File: config.mk
export PLATFORM = sky130hd
export DESIGN_NAME = alu_divider
export DESIGN_NICKNAME = d
export VERILOG_FILES = /design/src/rtl/alu_divider.sv
export SDC_FILE = /design/constraint.sdc
export NUM_CORES = 1
export LEC_CHECK = 0
export CORE_ASPECT_RATIO = 1.2
export CORE_MARGIN = 2
export CORE_UTILIZATION = 32
export DETAILED_ROUTE_END_ITERATION = 6
export GPL_TIMING_DRIVEN = 0
export HOLD_SLACK_MARGIN = 0.02
export PLACE_DENSITY = 0.51
export SLEW_MARGIN = 20
export SYNTH_ARGS = -nofsm -noshare
export SYNTH_HDL_FRONTEND = slang
export SYNTH_SLANG_ARGS = --single-unit
export TNS_END_PERCENT = 10
File: constraint.sdc
create_clock -name clk -period 1.95 [get_ports clk]
set_input_delay 0.39 -clock clk [delete_from_list [all_inputs] [get_ports clk]]
set_output_delay 0.39 -clock clk [all_outputs]
set_load 0.05 [all_outputs]
File: src/rtl/alu_divider.sv
// Iterative unsigned restoring divider, one quotient bit per clock, start/busy/done handshake.
// Optional macro ALU_DIV_ZERO_TRAP_EN: a zero divisor finishes at once and raises div_zero.
module alu_divider #(
  parameter int N = 8
) (
  input  logic         clk,
  input  logic         rst_n,
  input  logic         start,
  input  logic [N-1:0] dividend,
  input  logic [N-1:0] divisor,
  output logic         busy,
  output logic         done,
  output logic [N-1:0] quotient,
  output logic [N-1:0] remainder,
  output logic         div_zero
);

  // state | meaning
  // IDLE  | waiting for start, results held
  // RUN   | one restoring step per cycle, cnt counts down N..1
  // DONE  | results valid, done pulse; a start here begins the next operation
  typedef enum logic [1:0] {
    IDLE = 2'd0,
    RUN  = 2'd1,
    DONE = 2'd2
  } state_t;

  localparam int CW = $clog2(N + 1);
  localparam logic [CW-1:0] CNT_INIT = CW'(N);
  localparam logic [CW-1:0] CNT_LAST = CW'(1);

  state_t         state, state_nx;
  logic [N:0]     r_q, r_nx;
  logic [N-1:0]   q_q, q_nx;
  logic [N-1:0]   d_q, d_nx;
  logic [CW-1:0]  cnt, cnt_nx;
  logic [N-1:0]   quo_nx, rem_nx;
  logic [N:0]     r_shift;
  logic [N+1:0]   sum;
  logic           carry;

  // The partial remainder never exceeds the divisor, so its top bit is shifted out unread.
  logic unused_r_msb;
  assign unused_r_msb = r_q[N];

  // Same arithmetic as the ALU subtract path: carry-out set means no borrow.
  assign r_shift = {r_q[N-1:0], q_q[N-1]};
  assign sum     = {1'b0, r_shift} + {1'b0, ~{1'b0, d_q}} + {{(N+1){1'b0}}, 1'b1};
  assign carry   = sum[N+1];

  assign busy = (state == RUN);
  assign done = (state == DONE);

`ifdef ALU_DIV_ZERO_TRAP_EN
  logic dz_nx;
`endif

  always_comb begin
    state_nx = state;
    r_nx     = r_q;
    q_nx     = q_q;
    d_nx     = d_q;
    cnt_nx   = cnt;
    quo_nx   = quotient;
    rem_nx   = remainder;
`ifdef ALU_DIV_ZERO_TRAP_EN
    dz_nx    = div_zero;
`endif
    case (state)
      IDLE, DONE: begin
        state_nx = IDLE;
        if (start) begin
          r_nx     = '0;
          q_nx     = dividend;
          d_nx     = divisor;
          cnt_nx   = CNT_INIT;
          state_nx = RUN;
`ifdef ALU_DIV_ZERO_TRAP_EN
          dz_nx = 1'b0;
          if (divisor == '0) begin
            state_nx = DONE;
            quo_nx   = '1;
            rem_nx   = dividend;
            dz_nx    = 1'b1;
          end
`endif
        end
      end
      RUN: begin
        if (carry) begin
          r_nx = sum[N:0];
          q_nx = {q_q[N-2:0], 1'b1};
        end else begin
          r_nx = r_shift;
          q_nx = {q_q[N-2:0], 1'b0};
        end
        cnt_nx = cnt - CNT_LAST;
        if (cnt == CNT_LAST) begin
          state_nx = DONE;
          quo_nx   = q_nx;
          rem_nx   = r_nx[N-1:0];
        end
      end
      default: state_nx = IDLE;
    endcase
  end

  always_ff @(posedge clk) begin
    if (!rst_n) begin
      state     <= IDLE;
      r_q       <= '0;
      q_q       <= '0;
      d_q       <= '0;
      cnt       <= '0;
      quotient  <= '0;
      remainder <= '0;
    end else begin
      state     <= state_nx;
      r_q       <= r_nx;
      q_q       <= q_nx;
      d_q       <= d_nx;
      cnt       <= cnt_nx;
      quotient  <= quo_nx;
      remainder <= rem_nx;
    end
  end

`ifdef ALU_DIV_ZERO_TRAP_EN
  always_ff @(posedge clk) begin
    if (!rst_n) div_zero <= 1'b0;
    else        div_zero <= dz_nx;
  end
`else
  assign div_zero = 1'b0;
`endif

endmodule

* Yosys cells after proc, flatten, opt, wreduce, memory -nomap -nowiden
Cells that the tools add are included.
** Word-level totals
- Bits in registers :: 46
** Cells by class
- $add $sub $neg :: 3
- Equality and inequality tests :: 5
- Muxes and demuxes :: 11
- Bitwise gates (word level) :: 1
- Reductions and logical operators :: 6
** Operators by type and width (number)
- 8-bit case mux with 2 select lines :: 2
- 8-bit 2-to-1 mux :: 3
- 10-bit by 1-bit adder with 10-bit output, second input constant :: 1
- 9-bit by 9-bit adder with 10-bit output :: 1
- 8-bit NOT with 9-bit output :: 1
- 4-bit case mux with 2 select lines :: 1
- 2-bit AND reduction :: 3
- 4-bit by 1-bit equality test with 1-bit output, second input constant :: 1
- 4-bit 2-to-1 mux :: 1
- 2-bit case mux with 2 select lines :: 1
- 4-bit by 1-bit subtractor with 4-bit output, second input constant :: 1
- 2-bit by 1-bit equality test with 1-bit output, second input constant :: 1
- 2-bit equality test, second input constant :: 1
- 2-bit logical NOT :: 1
- 1-bit 2-to-1 mux :: 2
- 2-bit 2-to-1 mux :: 1
- 2-bit by 1-bit != test with 1-bit output, second input constant :: 1
- 2-bit != test, second input constant :: 1
- 2-bit nonzero test :: 1
- 2-bit OR reduction :: 1

* Depth between registers and ports, before layout
Gate-level depths: netlist of run 1.
- Depth after elaboration :: 5
- Mapped depth :: 9
- Mapped depth without buffers :: 9

* Least setup slack after synthesis of run 1
Ideal clock, no wire load.
- Path kind :: flip-flop to flip-flop
- Start point :: register d_q[6]
- End point :: register remainder[4]
- Library setup time :: 0.137 ns
- Arrival time :: 1.917 ns
- Slack :: -0.104 ns
- Stages on the path, launching flop included :: 9
- Path buffers :: 1
- Clock period less this slack :: 2.054 ns
- Cell sequence :: dfxtp_1 -> inv_1 -> ha_1 -> buf_2 -> a21o_1 -> a221o_1 -> nor2_8 -> mux2i_1 -> a211oi_2
** Between the ends
- Longest elaborated chain between the ends :: 4
** RTL lines
- from (decl) :: line 35 : logic [N-1:0] d_q, d_nx;
- from (signal assigned) :: line 121 : d_q <= d_nx;
- 8-bit NOT with 9-bit output :: line 48 : assign sum = {1'b0, r_shift} + {1'b0, ~{1'b0, d_q}} + {{(N+1){1'b0}}, 1'b1};
- 9-bit by 9-bit adder with 10-bit output :: line 48
- 10-bit by 1-bit adder with 10-bit output :: line 48
- 8-bit 2-to-1 mux :: line 90 : if (carry) begin
- to (signal assigned) :: line 124 : remainder <= rem_nx;
- to (decl) :: line 14 : output logic [N-1:0] remainder,
Every way passes these cells.
A chain may end at the register's enable or synchronous reset.

* Worst setup path after layout of run 1
- Start point :: register r_q[3]
- End point :: register r_q[2]
** Between the ends
- Longest elaborated chain between the ends :: 4
** RTL lines
- from (decl) :: line 33 : logic [N:0] r_q, r_nx;
- from (signal assigned) :: line 119 : r_q <= r_nx;
- 9-bit by 9-bit adder with 10-bit output :: line 48
- 10-bit by 1-bit adder with 10-bit output :: line 48
- 8-bit 2-to-1 mux :: line 90
- 8-bit case mux with 2 select lines :: line 69 : case (state)
Every way passes these cells.

==> impl_metrics.json, run 1 <==
{
  "cap_violations": 0,
  "dp_hpwl_um": 4204,
  "first_pass_iters": 5,
  "final_cell_mix": "nand2_1, clkdlybuf4s50_1, dfxtp_1",
  "reg2reg_depth": 8,
  "cpPeakStageDelay_ns": 0.42,
  "hold_path_class": "flip-flop to flip-flop",
  "hold_slack_ns": 0.4573,
  "dieArea_um2": 7678,
  "yosysWarnings": 0,
  "rsz0062_at_grt": "yes",
  "netlist_instances": 269,
  "clock_latency_ns": 0.30,
  "seq_area_frac_synth": 0.4116,
  "reg2reg_slack_ns": -0.07,
  "drt-wirelength-per-cell_um": 15.48,
  "ys_types": 47,
  "max_slew.worst_pin.slew_ns": 0.6684,
  "clk_pin_slew_ns": 0.09,
  "die_x_um": 80.33,
  "p_total_mw": 3.063,
  "cp-startpoint": "r_q[3]",
  "status": "finished, violations left",
  "end_kind": "flip-flop",
  "die_h_um": 95.59,
  "period_needed_ns": 2.018,
  "synth-seq-cells": 46,
  "start_util": 0.3284,
  "multi_input_area_um2": 1396,
  "p_leak_nw": 1.236,
  "crit_top_cell": "buf_12",
  "coreArea_um2": 6813,
  "grt_overflow": 0,
  "root_buffer": "clkbuf_8",
  "cts.sinks": 46,
  "finalHoldViolCount": 0,
  "max-clock-path-buffers": 2,
  "cp.required_ns": 2.14,
  "drive_gt1_frac": 0.2784,
  "final_common_cell": "nand2_1",
  "crit_family": "compound AO/OA/AOI/OAI gates",
  "relSlewSlack": 0.5520,
  "fin_util": 0.4786,
  "globalRouteTotalUtil": 0.1769,
  "synth.avg_cell_area_um2": 8.317,
  "synth_area_um2": 2237,
  "cpMaxStageDelayCell": "a221o_1",
  "worst_slack_ns": -0.06840,
  "drtIter0Drc": 93,
  "fin_crit_sh": 1.035,
  "port-buffer-count": 36,
  "r2r-end": "r_q[2]",
  "fmaxAchievable_ghz": 0.4954,
  "synth_edf_count": 0,
  "nFillCells": 663,
  "fin_skew_ns": 0.004231,
  "area_growth_pct": 45.75,
  "hold_path_end": "d_q[7]",
  "antenna_cells": 0,
  "ant_nets": 0,
  "tns_ns": -0.5079,
  "drt_drc_violations_left": 0,
  "routed_wl_um": 6516,
  "place.gp.congestion": 0.8031,
  "worstHoldStart": "d_q[7]",
  "syn_nets": 299,
  "viasPerCell": 5.095,
  "cts_htree_levels": 2,
  "crit_fanout": 4,
  "ios": 38,
  "final-setup-viol-count": 13,
  "cp_num_buf_inv": 2,
  "final_nets": 363,
  "cts_hold_buf": 0,
  "maxSlewViolCount": 0,
  "critPathLaunchType": "flip-flop",
  "grt_pass1_wl_um": 10300,
  "synth_flop_cell": "dfxtp_1",
  "cp.depth": 8,
  "violations": "negative setup slack",
  "seq_area_um2": 947.2,
  "cts_buffers": 5,
  "r2r_start": "r_q[3]",
  "crit_path_cell_trace": "ha_4, a21o_1, a221o_1, nor2_8, buf_12, buf_12, mux2i_1, o21ai_1",
  "grt_max_degree": 15,
  "arrival_ns": 2.20,
  "cts_tree": "yes",
  "path_class": "flip-flop to flip-flop",
  "powerDensity_nw_per_um2": 939.4,
  "async_reset_ff_frac": 0,
  "hold-path-cell-count": 2,
  "fp-row-count": 33,
  "grt_pass1_vias": 2101,
  "route.vias.total": 2145,
  "irDropWorstVdd_v": 0.0004066,
  "antenna_found_initial": 0
}
[synth_stat cells (2+ instances only)]
library cell | n | share of area
nand3_1 | 6 | 0.013
dfxtp_1 | 46 | 0.41
inv_1 | 14 | 0.023
clkinv_1 | 2 | 0.0034
mux2i_1 | 6 | 0.027
nand4_1 | 2 | 0.0056
o21ai_0 | 13 | 0.029
nor3_1 | 2 | 0.0045
a32oi_1 | 2 | 0.0078
xor2_1 | 4 | 0.016
nand2b_1 | 3 | 0.0084
nor2_1 | 18 | 0.030
a22oi_1 | 8 | 0.027
buf_4 | 2 | 0.0067
ha_1 | 10 | 0.056
nor2b_1 | 3 | 0.0084
nand2_1 | 49 | 0.082
a21o_1 | 3 | 0.010
a211oi_1 | 4 | 0.013
o211ai_1 | 2 | 0.0067
a21oi_1 | 28 | 0.063
nor3b_1 | 3 | 0.010
and3_1 | 2 | 0.0056
a211oi_2 | 2 | 0.011
clkbuf_1 | 12 | 0.020
and2_1 | 2 | 0.0056
[per-layer routing]
layer  track usage  share of wire  vias up
met5             0              0        -
met1        0.2117           0.45     1019
met2        0.3090           0.50       46
li1              -              -     1070
met4       0.06356          0.018        0
met3       0.03977          0.036       10
[final cells by class]
class	count	share of cell area
Inverter	16	0.02034
Timing Repair Buffer	59	0.1723
Sequential cell	46	0.2905
Tap cell	87	0.03338
Clock buffer	5	0.02111
Clock inverter	3	0.01228
Buffer	13	0.02187
Multi-Input combinational cell	192	0.4282
[flip-flops by register name (all words and copies together), names as in the netlist]
name	count
remainder	8
state	2
quotient	8
d_q	8
r_q	8
q_q	8
cnt	4
[cells by family after synthesis]
| logic type | count (synthesis) | share of synthesized area |
|---|---|---|
| AND/OR/NAND/NOR | 96 | 0.2013 |
| AO/OA/AOI/OAI | 74 | 0.2220 |
| flip-flops | 46 | 0.4116 |
| buffers and inverters | 31 | 0.05592 |
| adder cells (fa/ha/maj) | 11 | 0.06488 |
| multiplexers | 6 | 0.02685 |
| XOR/XNOR | 4 | 0.01566 |
| other | 1 | 0.001676 |
[metrics by stage]
stage	cell area [µm²]	cells	worst slack, ns
floorplan	2241	269	-0.04479
global placement	2710	392	-0.5045
detailed placement	2710	392	-0.5020
CTS	3079	410	-0.1479
global route	3261	421	-0.1454
finish	3261	421	-0.06840
[worst reg2reg max path: stages, from the launching register on]
cell and delay, ns:
dfxtp_4 0.37, ha_4 0.26, a21o_1 0.21, a221o_1 0.42, nor2_8 0.15, buf_12 0.14
buf_12 0.10, mux2i_1 0.19, o21ai_1 0.07
[how the worst max path moves through the flow]
stage,to
global placement,r_q[5]
detailed placement,r_q[5]
CTS,r_q[7]
floorplan,r_q[3]
finish,r_q[2]
global route,remainder[4]
[report_power, final]
part | internal (mW) | total (mW) | leakage, nW | switching (mW)
logic | 0.679 | 1.29 | 0.796 | 0.611
clock network | 0.378 | 0.719 | 0.0579 | 0.341
registers | 1.00 | 1.06 | 0.382 | 0.0549
[repair_timing]
item                                    4_1_cts  5_1_grt
setup buffers                                11       12
pin swaps                                     7       30
endpoints found under the setup margin       36       39
resized for setup                            43       40
No activity file was read; power rests on OpenSTA's default activity.
==> run 2, diff against run 1 <==
--- a/config.mk
+++ b/config.mk
@@ -12,7 +12,6 @@
 export GPL_TIMING_DRIVEN = 0
 export HOLD_SLACK_MARGIN = 0.02
 export PLACE_DENSITY = 0.51
-export SLEW_MARGIN = 20
 export SYNTH_ARGS = -nofsm -noshare
 export SYNTH_HDL_FRONTEND = slang
 export SYNTH_SLANG_ARGS = --single-unit
==> results of run 2 <==
Same layout as run 1: the final DEF is identical, and so are final timing and power.
==> run 3, diff against run 2 <==
--- a/config.mk
+++ b/config.mk
@@ -9,9 +9,11 @@
 export CORE_MARGIN = 2
 export CORE_UTILIZATION = 32
 export DETAILED_ROUTE_END_ITERATION = 6
+export GPL_ROUTABILITY_DRIVEN = 0
 export GPL_TIMING_DRIVEN = 0
 export HOLD_SLACK_MARGIN = 0.02
-export PLACE_DENSITY = 0.51
+export PLACE_DENSITY = 0.49
+export SKIP_LAST_GASP = 1
 export SYNTH_ARGS = -nofsm -noshare
 export SYNTH_HDL_FRONTEND = slang
 export SYNTH_SLANG_ARGS = --single-unit
==> constraint.sdc (replaced) <==
create_clock -name clk -period 2.2 [get_ports clk]
set_input_delay 0.44 -clock clk [delete_from_list [all_inputs] [get_ports clk]]
set_output_delay 0.44 -clock clk [all_outputs]
set_load 0.05 [all_outputs]
==> run 3 against run 2 <==
Compared with the run above: the flow now finishes without violations; clock power shrank 24%; largest power group is now registers; critical path depth unchanged; die area is the same.
==> impl_metrics.json, run 3 (synthesized netlist as in run 1, its figures left out) <==
{
  "status": "complete, no violations",
  "pwr-share-clk": 0.243,
  "root_buffer": "clkbuf_8",
  "cts_buffers": 5,
  "hold_path_class": "flip-flop to flip-flop",
  "powerDensity_nw_per_um2": 786.7,
  "drt-wirelength-per-cell_um": 14.98,
  "maxSlewViolCount": 0,
  "switching_share": 0.3483,
  "start_util": 0.3284,
  "drt_drc_violations_left": 0,
  "cp-startpoint": "r_q[5]",
  "design_area_um2": 2880,
  "dieArea_um2": 7678,
  "route.vias.total": 2011,
  "ios": 38,
  "cts_hold_buf": 0,
  "grt_pass1_vias": 2063,
  "p_int_mw": 1.477,
  "p_leak_nw": 1.073,
  "reg2reg_slack_ns": 0.02,
  "routed_wl_um": 6037,
  "seq_power_share": 0.408,
  "relSlewSlack": 0.5564,
  "cts_tree": "yes",
  "final_common_cell": "nand2_1",
  "drive_gt1_frac": 0.1076,
  "path_class": "flip-flop to flip-flop",
  "end_kind": "flip-flop",
  "antenna_cells": 0,
  "die_h_um": 95.59,
  "grt_pass1_wl_um": 9915,
  "final_cell_mix": "nand2_1, dfxtp_1, clkdlybuf4s50_1",
  "rsz0062_at_grt": "yes",
  "clock_latency_ns": 0.30,
  "reg2reg_depth": 8,
  "cp.required_ns": 2.43,
  "max-clock-path-buffers": 2,
  "grt_overflow": 0,
  "finalHoldViolCount": 0,
  "switchingPower_mw": 0.7891,
  "pwr-share-comb": 0.350,
  "place_area_um2": 2706,
  "final-setup-viol-count": 0,
  "port-buffer-count": 36,
  "critPathLaunchType": "flip-flop",
  "area_growth_pct": 28.75,
  "viasPerCell": 4.990,
  "crit_path_end": "remainder[7]",
  "dp_hpwl_um": 4318,
  "crit_fanout": 10,
  "fin_crit_sh": 0.9909,
  "arrival_ns": 2.41,
  "ant_nets": 0,
  "worstHoldStart": "quotient[7]",
  "final_nets": 345,
  "globalRouteTotalUtil": 0.1682,
  "fmaxAchievable_ghz": 0.4587,
  "hold_slack_ns": 0.4585,
  "r2r_start": "r_q[5]",
  "fin_skew_ns": 0.01624,
  "cap_violations": 0,
  "p_total_mw": 2.266,
  "clk_pin_slew_ns": 0.10,
  "coreArea_um2": 6813,
  "drtIter0Drc": 95,
  "cts.sinks": 46,
  "antenna_found_initial": 0,
  "irDropWorstVdd_v": 0.0002959,
  "fp-row-count": 33,
  "r2r-end": "remainder[7]",
  "cts_htree_levels": 2,
  "first_pass_iters": 4,
  "nFillCells": 740,
  "period_needed_ns": 2.180,
  "die_x_um": 80.33,
  "max_slew.worst_pin.slew_ns": 0.6618,
  "grt_max_degree": 15
}
-- run 3: metal layers --
metal,routed length (µm),vias up,GRT usage,part of all wire
met4,67,0,0.05508,0.011
met3,147,6,0.03030,0.024
met2,3143,30,0.3049,0.52
met5,0,-,0,0
li1,-,1027,-,-
met1,2678,948,0.1986,0.44
-- run 3: final cells by class --
cell class	instances	area, µm²	share of cell area
inverter	16	60.06	0.02085
tap	87	108.9	0.03779
timing repair buffer	38	376.6	0.1308
buffer	15	76.32	0.02650
clock inverter	2	12.51	0.004344
sequential	46	922.1	0.3202
multi-input combinational	193	1241	0.4309
clock buffer	6	82.58	0.02867
-- run 3: worst min path at each step --
stage / endpoint / slack (ns) / cells past startpoint
final: quotient[7] / 0.46 / 2
after global routing: d_q[6] / 0.48 / 2
after CTS: quotient[7] / 0.46 / 2
after detailed placement: quotient[7] / 0.45 / 2
after global placement: d_q[5] / 0.44 / 2
after floorplan: r_q[7] / 0.43 / 2
-- run 3: through the flow --
stage          utilization  TNS, ns  setup WS (ns)  std cells
3_3_place_gp        0.3972   -5.127        -0.3100        392
3_5_place_dp        0.3972   -5.255        -0.3365        392
4_1_cts             0.4116   -1.078        -0.1098        400
2_1_floorplan            -        0         0.1462        269
5_1_grt             0.4228  -0.8324       -0.08312        403
6_report            0.4228        0        0.02003        403
-- run 3: what timing repair did --
action,4_1_cts,5_1_grt
pin swaps,0,4
cloned,0,1
gates resized for setup,4,19
setup endpoints to repair,19,33
buffers inserted,0,2
-- run 3: power by group through the flow --
stage               Combinational (mW)  Clock (mW)  Sequential [mW]
floorplan                        0.493           0            0.947
detailed placement               0.681           0            0.941
global route                     0.871       0.604            0.931
finish                           0.792       0.550            0.924
CTS                              0.686       0.571            0.922
global placement                 0.679           0            0.940
-- run 3: worst max-delay path, cell delays in order (launching register included) --
cell	delay (ns)
dfxtp_1	0.35
ha_1	0.31
buf_6	0.14
a21o_4	0.21
a221o_2	0.43
nor2_8	0.20
buf_4	0.21
nand2_1	0.07
a31oi_1	0.17
